===== src/rtl/proc_pkg.sv =====
// Shared datapath/control-unit constants for the processor.
// Bus-select, load-enable indices and add/sub encoding.
package proc_pkg;

  localparam int MUX_W   = 10;
  localparam int MUX_DIN = 9;
  localparam int MUX_G   = 8;

  localparam int SEL_G   = 9;
  localparam int SEL_A   = 8;

  localparam logic ADDSUB_ADD = 1'b1;
  localparam logic ADDSUB_SUB = 1'b0;

  localparam int NUM_GPR = 8;

  typedef struct packed {
    logic z;
    logic c;
    logic v;
  } flags_t;

  // More than one select bit set means a bus fight.
  function automatic logic multi_hot(
    input logic [MUX_W-1:0] v
  );
    return (v & (v - MUX_W'(1))) != '0;
  endfunction

endpackage


===== src/rtl/proc_datapath_addsub.sv =====
// Combinational add/sub for the datapath ALU.
// Subtract is A + ~B + 1, so C=1 means no borrow.
module proc_addsub
  import proc_pkg::*;
#(
  parameter int WIDTH = 9
) (
  input  logic [WIDTH-1:0] a_i,
  input  logic [WIDTH-1:0] b_i,
  input  logic             addsub_i,
  output logic [WIDTH-1:0] res_o,
  output logic             c_o,
  output logic             v_o,
  output logic             z_o
);

  logic [WIDTH-1:0] b_eff;
  logic [WIDTH:0]   sum;
  logic             cin;

  // Invert the operand and inject carry-in for subtraction.
  always_comb begin
    cin   = (addsub_i == ADDSUB_SUB);
    b_eff = cin ? ~b_i : b_i;
    sum   = {1'b0, a_i} + {1'b0, b_eff} + (WIDTH+1)'(cin);
    res_o = sum[WIDTH-1:0];
    c_o   = sum[WIDTH];
    v_o   = (a_i[WIDTH-1] == b_eff[WIDTH-1]) &&
            (res_o[WIDTH-1] != a_i[WIDTH-1]);
    z_o   = (res_o == '0);
  end

endmodule


===== src/rtl/proc_datapath.sv =====
// Processor datapath: R0-R7, A, G, shared bus, add/sub, flags.
// A bus conflict suppresses all writes and sets sticky BUSERR.
module proc_datapath
  import proc_pkg::*;
#(
  parameter int WIDTH = 9
) (
  input  logic             CLK,
  input  logic             RESETN,
  input  logic [WIDTH-1:0] DIN,
  input  logic [MUX_W-1:0] MUXLINE,
  input  logic [MUX_W-1:0] REGSELECTORS,
  input  logic             ADDSUB,
  output logic [WIDTH-1:0] BUS,
  output logic             FLAG_Z,
  output logic             FLAG_C,
  output logic             FLAG_V,
  output logic             BUSERR,
  input  logic [2:0]       DBG_SEL,
  output logic [WIDTH-1:0] DBG_DATA
);

  logic [WIDTH-1:0] r_q [NUM_GPR];
  logic [WIDTH-1:0] a_q;
  logic [WIDTH-1:0] g_q;
  flags_t           flags_q;
  logic             buserr_q;

  logic             conflict;
  logic [MUX_W-1:0] we;
  logic [WIDTH-1:0] bus;
  logic [WIDTH-1:0] alu_res;
  flags_t           alu_flags;

  assign conflict = multi_hot(MUXLINE);
  assign we       = conflict ? '0 : REGSELECTORS;

  // One-hot bus mux; idle or conflicting selects drive zero.
  always_comb begin
    bus = '0;
    if (!conflict) begin
      if (MUXLINE[MUX_DIN]) bus = DIN;
      if (MUXLINE[MUX_G])   bus = g_q;
      for (int i = 0; i < NUM_GPR; i++) begin
        if (MUXLINE[i]) bus = r_q[i];
      end
    end
  end

  proc_addsub #(
    .WIDTH (WIDTH)
  ) u_addsub (
    .a_i      (a_q),
    .b_i      (bus),
    .addsub_i (ADDSUB),
    .res_o    (alu_res),
    .c_o      (alu_flags.c),
    .v_o      (alu_flags.v),
    .z_o      (alu_flags.z)
  );

  // General registers load the bus on their enable.
  always_ff @(posedge CLK or negedge RESETN) begin
    if (!RESETN) begin
      for (int i = 0; i < NUM_GPR; i++) begin
        r_q[i] <= '0;
      end
    end else begin
      for (int i = 0; i < NUM_GPR; i++) begin
        if (we[i]) r_q[i] <= bus;
      end
    end
  end

  // A, G and flags; G uses the pre-edge A value.
  always_ff @(posedge CLK or negedge RESETN) begin
    if (!RESETN) begin
      a_q     <= '0;
      g_q     <= '0;
      flags_q <= '0;
    end else begin
      if (we[SEL_A]) a_q <= bus;
      if (we[SEL_G]) begin
        g_q     <= alu_res;
        flags_q <= alu_flags;
      end
    end
  end

  // Sticky conflict flag, cleared only by reset.
  always_ff @(posedge CLK or negedge RESETN) begin
    if (!RESETN) buserr_q <= 1'b0;
    else if (conflict) buserr_q <= 1'b1;
  end

  assign BUS      = bus;
  assign FLAG_Z   = flags_q.z;
  assign FLAG_C   = flags_q.c;
  assign FLAG_V   = flags_q.v;
  assign BUSERR   = buserr_q;
  assign DBG_DATA = r_q[DBG_SEL];

endmodule


===== config.mk =====
export PLATFORM = sky130hd
export DESIGN_NAME = proc_datapath
export DESIGN_NICKNAME = d
export VERILOG_FILES = /design/src/rtl/proc_pkg.sv /design/src/rtl/proc_datapath_addsub.sv /design/src/rtl/proc_datapath.sv
export SDC_FILE = /design/constraint.sdc
export NUM_CORES = 1
export LEC_CHECK = 0
export CAP_MARGIN = 15
export CORE_MARGIN = 2
export CORE_UTILIZATION = 32
export DETAILED_ROUTE_END_ITERATION = 8
export PLACE_DENSITY = 0.51
export SETUP_SLACK_MARGIN = 0.15
export SLEW_MARGIN = 25
export SYNTH_ARGS = -nofsm -noshare
export SYNTH_HDL_FRONTEND = slang
export SYNTH_SLANG_ARGS = --single-unit

===== constraint.sdc =====
create_clock -name CLK -period 6.85 [get_ports CLK]
set_clock_uncertainty 0.15 [all_clocks]
set_input_delay 1.37 -clock CLK [delete_from_list [all_inputs] [get_ports CLK]]
set_output_delay 1.37 -clock CLK [all_outputs]
set_load 0.01 [all_outputs]

==> results by group, run 1 <==
Timing
  • RSZ-0062 raised after global routing: false
  • Final hold violation count: 0
  • Worst-Margin Slew: 1.06 ns
  • Max Slew Vio Count: 0
  • Post-route setup TNS: 0 ns
  • Fmax: 161 MHz
  • Slew HR: 28.8%
  • Setup Viol. Count Final: 0
  • Crit path time final: 6.19 ns
  • Tcrit/Tclk final: 90.4%
  • Final worst slack: 0.656 ns

Floorplan
  • Die Ht: 132 um
  • Core ar.: 15,900 sq um
  • Die Span X: 132 um
  • Die area: 17,300 sq um
  • FP Rows: 46
  • Io pins: 57
  • Starting density of the core: 32.8%

Clock network
  • Clock slew seen by the registers of the worst setup and hold paths: 0.06 ns
  • TritonCTS clock tree: done
  • # H-tree levels: 3
  • Clock latency on the worst-skew pair: 0.35 ns
  • CTS Hold Bufs: 0
  • CTS Buf Count: 9
  • Root buffer selected by CTS: clkbuf_16
  • Clk buf depth: 2
  • Num Clock Sinks: 94

Worst setup path
  • Delay-heaviest family, CP: simple AND/OR/NAND/NOR gates
  • Slowest cell on crit path: or4_4
  • Crit path cell chain: clkdlybuf4s50_1 > or4_4 > o21ai_0 > a221o_1 > nand3_1 > buf_4 > nor3_1 > nor2_1 > a21oi_1 > fa_1 > nor2b_1 > o21ai_0 > nand2b_1 > a21o_1 > a21o_1 > xnor2_1 > or4b_2 > or4_1 > o31ai_2
  • Crit Path Category: in2reg
  • Crit path arrival time: 6.30 ns
  • Buf+Inv Stages, Crit Path: 2
  • Crit path max fanout: 10
  • Setup slack, reg-to-reg: 2.15 ns
  • Crit-path max cell delay: 0.59 ns
  • Critical path capture point type: flip-flop
  • Worst endpoint required time: 6.96 ns
  • Startpoint type of the worst setup path: input pin

Drt
  • Initial DRT Pass Iterations: 5
  • Via-per-instance ratio: 5.63
  • Antenna-violating nets left: 0
  • 1st-iter DRT viols: 375
  • Routed WL: 16,200 um
  • Via Count: 4,120
  • WL/cell: 22.1 um
  • Residual DRC: 0

Logic synthesis
  • Yosys warning count: 0
  • Seq cells post-synth: 94
  • Post-synth ARST share: 100%
  • Cell Area, Synth: 5210 sq um
  • Dominant synthesized flop cell: dfrtp_1
  • Syn Inst Count: 452
  • Syn Nets: 497
  • Cell variety after synth: 56
  • Dominant cells by area after synthesis: dfrtp_1, mux2_2, mux4_2, a22o_1, a221oi_1
  • Sequential share of the synthesized area: 45.1%
  • Area leader, netlist: dfrtp_1
  • Mean Syn Cell Area: 11.5 sq um
  • Top cell type's share of synthesized area: 45.1%
  • Post-synth EDFFs: 0

Placed design
  • Dpl cells: 716
  • Dpl hpwl: 11,800 um
  • Gpl congestion: 0.884
  • Place WS: 0.307 ns
  • IO buf count: 56

Pwr
  • Lkg Pwr: 2.77 nW
  • Pwr dens: 202 nW/um^2
  • Worst vdd ir: 0.000107 V

Final layout
  • Area Growth Syn to Fin: 21.7%
  • Share of cells above drive strength 1: 20.2%
  • Nets@finish: 556
  • Leading cell type in the layout, fill and taps excluded: dfrtp_1
  • Non-Filler Instances: 732
  • Most frequent cells in the layout: dfrtp_1, clkdlybuf4s50_1, a22o_1, mux2_2, nand2_1
  • Layout filler cell count: 1,575
  • Antenna diode count: 0

Global routing
  • Largest net degree at the start of global routing: 70
  • GRT Util Overall: 19.5%
  • GRT Residual Overflow: 0
  • Initial antenna violation count: 0
  • Vias in the first global route: 4,200
  • First-pass GRT wire length: 25,700 um

Status
  • Status: complete, no violations

Min path
  • Hold WC Path Type: reg2reg

Job
  • Total of max-cap violations: 0
-- layer usage --
| layer | routed length [um] | vias up | part of all wire [%] | track usage (%) |
|---|---|---|---|---|
| li1 | - | 1864 | - | - |
| met1 | 7480 | 2075 | 46 | 27.2 |
| met4 | 191 | 0 | 1.2 | 4.83 |
| met2 | 7470 | 164 | 46 | 30.0 |
| met5 | 0 | - | 0 | 0 |
| met3 | 1070 | 17 | 6.6 | 5.44 |
-- cell usage after synthesis (4+ instances only) --
library cell / number
a21o_1: 5
a21oi_1: 17
a221oi_1: 15
a22o_1: 46
buf_2: 8
clkbuf_1: 17
dfrtp_1: 94
ha_1: 9
inv_1: 8
mux2_2: 39
mux4_2: 18
nand2_1: 30
nand2b_1: 5
nor2_1: 15
nor2b_1: 5
nor3_1: 10
o21ai_0: 19
o22ai_1: 20
o31ai_1: 9
or2_1: 4
xnor2_1: 12
xor2_1: 6
-- registers in the layout, indices dropped and copies added (netlist names) --
register / flops
r_q: 72
a_q: 9
g_q: 9
BUSERR: 1
FLAG_C: 1
FLAG_V: 1
FLAG_Z: 1
-- stage by stage --
stage | power, mW | instance area [sq um] | hold slack [ns] | utilization (%)
after detailed placement | 0.815 | 6070 | 0.312 | 38.2
final | 1.28 | 6350 | 0.328 | 40.0
after global placement | 0.814 | 6070 | 0.305 | 38.2
after floorplan | 0.725 | 5210 | 0.300 | -
after global routing | 1.34 | 6350 | 0.344 | 40.0
after CTS | 1.29 | 6340 | 0.331 | 39.9
-- final timing paths --
check / from / endpoint / cells after the start
max in group asynchronous: RESETN / r_q[61] / 2
min in group asynchronous: RESETN / r_q[26] / 1
max reg2reg: g_q[1] / FLAG_Z / 18
min: BUSERR / BUSERR / 1
max: MUXLINE[0] / FLAG_Z / 19
min reg2reg: BUSERR / BUSERR / 1
-- worst register-to-register path, stage by stage, from the launching register on --
cell      delay, ns
dfrtp_1        0.40
a221oi_1       0.31
o311ai_0       0.14
o21ai_0        0.11
o211ai_1       0.11
a221oi_1       0.37
o21ai_2        0.20
and2_1         0.25
xor2_1         0.17
fa_1           0.46
nor2b_1        0.13
o21ai_0        0.09
nand2b_1       0.11
a21o_1         0.12
a21o_1         0.14
xnor2_1        0.14
or4b_2         0.59
or4_1          0.44
o31ai_2        0.20
-- power by group --
| part | internal, mW | switching, mW |
|---|---|---|
| sequential | 0.585 | 0.0266 |
| combinational | 0.0955 | 0.0991 |
| clock | 0.256 | 0.218 |
| total | 0.937 | 0.344 |
-- area by class of cell --
| type | count | area (sq um) | share of cell area [%] |
|---|---|---|---|
| multi-input cells | 321 | 2710 | 42.7 |
| repair buffers | 76 | 708 | 11.2 |
| clock buffers | 13 | 250 | 3.94 |
| flip-flops and latches | 94 | 2350 | 37.1 |
| inverters | 9 | 33.8 | 0.532 |
| well taps | 216 | 270 | 4.26 |
| clock inverters | 3 | 20.0 | 0.315 |
-- timing repair --
item / CTS / global route
gates resized for setup: 0 / 1
buffers inserted: 0 / 0
setup endpoints to repair: 0 / 1
-- cells by family after synthesis --
family | Yosys count | share of synthesized area [%]
adders and majority gates | 10 | 2.54
muxes | 59 | 16.6
buffers and inverters | 37 | 2.93
and+or+nand+nor | 85 | 8.35
xor gates and xnor gates | 18 | 3.02
DFF | 94 | 45.1
AOI/OAI and AO/OA | 149 | 21.4
No activity file was read; power rests on OpenSTA's default activity.
==> run 2, diff against run 1 <==
Settings changed: PLACE_DENSITY 0.51 to default, PLACE_DENSITY_LB_ADDON from default to 0.05.
==> run 2 against run 1 <==
Critical path depth fell by 2. Worst setup slack improved by 0.011 ns. Register-to-register slack got worse by 0.05 ns. Hold slack got worse by 0.0055 ns. Sequential cell count did not move. Cell count rose by 0.68%. Global-route usage rose by 0.67 points. Wire length rose by 3.0%. Sequential share of layout area fell by 0.45 points. Critical path type unchanged. Largest power group unchanged.
==> results by group, run 2 (same netlist as run 1, synthesis figures left out) <==
Drt
  • Antenna-violating nets left: 0
  • Residual DRC: 0
  • Initial DRT Pass Iterations: 4
  • Routed WL: 16,700 um
  • 1st-iter DRT viols: 283
  • Via-per-instance ratio: 5.67
  • WL/cell: 22.6 um
  • Via Count: 4,179

Clock network
  • Clock slew seen by the registers of the worst setup and hold paths: 0.07 ns
  • Setup bufs post-CTS: 0
  • TritonCTS clock tree: done
  • Root buffer selected by CTS: clkbuf_16
  • CTS Hold Bufs: 0
  • Cts repair resizes: 0
  • # H-tree levels: 3
  • Num Clock Sinks: 94
  • Clock latency on the worst-skew pair: 0.35 ns
  • Clk buf depth: 2
  • CTS Buf Count: 9

Pwr
  • Clock group share of total power: 39.5%
  • Worst vdd ir: 0.000129 V
  • Combinational share of power: 14.8%
  • Flop pwr share: 45.8%
  • Pwr dens: 208 nW/um^2
  • Lkg Pwr: 2.81 nW
  • P_sw: 0.350 mW
  • Cell-internal power: 0.985 mW
  • Switching share of power: 26.2%

Final layout
  • Antenna diode count: 0
  • Leading cell type in the layout, fill and taps excluded: dfrtp_1
  • Cell area after layout: 6420 sq um
  • Top reg by flops: r_q
  • Area Growth Syn to Fin: 23.2%
  • Share of cells above drive strength 1: 21.5%
  • Biggest registers after layout: r_q (72), a_q (9), g_q (9)
  • Most frequent cells in the layout: dfrtp_1, clkdlybuf4s50_1, a22o_1, mux2_2, nand2_1
  • Max reg flops: 72
  • Nets@finish: 561

Worst setup path
  • Crit Path Category: in2reg
  • Crit path max fanout: 10
  • Worst endpoint required time: 6.95 ns
  • Startpoint type of the worst setup path: input pin
  • Crit path arrival time: 6.29 ns
  • Critical path capture point type: flip-flop
  • Setup slack, reg-to-reg: 2.10 ns

Timing
  • Setup Viol. Count Final: 0
  • Final hold violation count: 0
  • Tcrit/Tclk final: 90.3%
  • RSZ-0062 raised after global routing: false
  • Fmax: 162 MHz
  • Max Slew Vio Count: 0
  • Crit path time final: 6.18 ns
  • Slew HR: 30.4%
  • Worst-Margin Slew: 1.04 ns
  • Min Hold Slack: 0.323 ns
  • Post-route setup TNS: 0 ns

Global routing
  • Largest net degree at the start of global routing: 69
  • GRT Util Overall: 20.2%
  • First-pass GRT wire length: 26,700 um
  • GRT Residual Overflow: 0
  • Vias in the first global route: 4,243
  • Initial antenna violation count: 0

Job
  • Total of max-cap violations: 0

Min path
  • Hold WC Path Type: reg2reg

Floorplan
  • Die area: 17,300 sq um
  • FP Rows: 46
  • Io pins: 57
  • Core ar.: 15,900 sq um
  • Die Span X: 132 um
  • Die Ht: 132 um
  • Starting density of the core: 32.8%

Placed design
  • Placed cell areas: 6110 sq um
  • Gpl congestion: 0.828
  • IO buf count: 56
  • Dpl hpwl: 12,300 um

Status
  • Status: complete, no violations
-- run 2: worst max-delay path, cell delays in order --
cell	delay [ns]
clkdlybuf4s50_1	0.53
or4_4	0.57
nor4_1	0.19
a221o_1	0.17
nand3_1	0.14
nor3_2	0.64
xnor2_1	0.19
ha_1	0.30
nor2b_1	0.15
o21ai_0	0.16
nand2b_1	0.10
a21o_1	0.18
a21o_1	0.19
xnor2_1	0.17
or4b_2	0.58
or4_1	0.45
o31ai_2	0.20
-- run 2: metrics by stage --
step,power (mW),util (%),setup slack [ns],std cells
global placement,0.819,38.5,0.348,721
global route,1.39,40.4,0.250,737
finish,1.34,40.4,0.667,737
floorplan,0.725,-,1.10,452
CTS,1.35,40.4,0.563,737
detailed placement,0.818,38.5,0.240,721
-- run 2: layout make-up --
type | instances | area (sq um)
Sequential cell | 94 | 2350
Tap cell | 216 | 270
Clock buffer | 11 | 253
Inverter | 9 | 33.8
Fill cell | 1575 | 9460
Timing Repair Buffer | 81 | 746
Clock inverter | 5 | 56.3
Multi-Input combinational cell | 321 | 2710
-- run 2: power by group through the flow --
stage / sequential (mW) / combinational (mW) / clock [mW]
CTS: 0.610 / 0.200 / 0.540
finish: 0.611 / 0.197 / 0.527
global route: 0.614 / 0.216 / 0.563
global placement: 0.620 / 0.198 / 0
detailed placement: 0.620 / 0.199 / 0
floorplan: 0.610 / 0.115 / 0
-- run 2: worst paths after layout --
kind,from,endpoint,cells after the start
worst max-delay path,MUXLINE[1],FLAG_Z,17
worst min-delay path,BUSERR,BUSERR,1
worst max register to register,g_q[1],FLAG_Z,18
worst min register to register,BUSERR,BUSERR,1
max in group asynchronous,RESETN,r_q[41],2
min in group asynchronous,RESETN,r_q[19],1
-- run 2: metal layers --
metal / track usage, % / vias up / routed length, um
li1: - / 1888 / -
met1: 28.8 / 2153 / 8080
met2: 31.4 / 129 / 7710
met3: 4.55 / 9 / 762
met4: 4.35 / 0 / 141
met5: 0 / - / 0
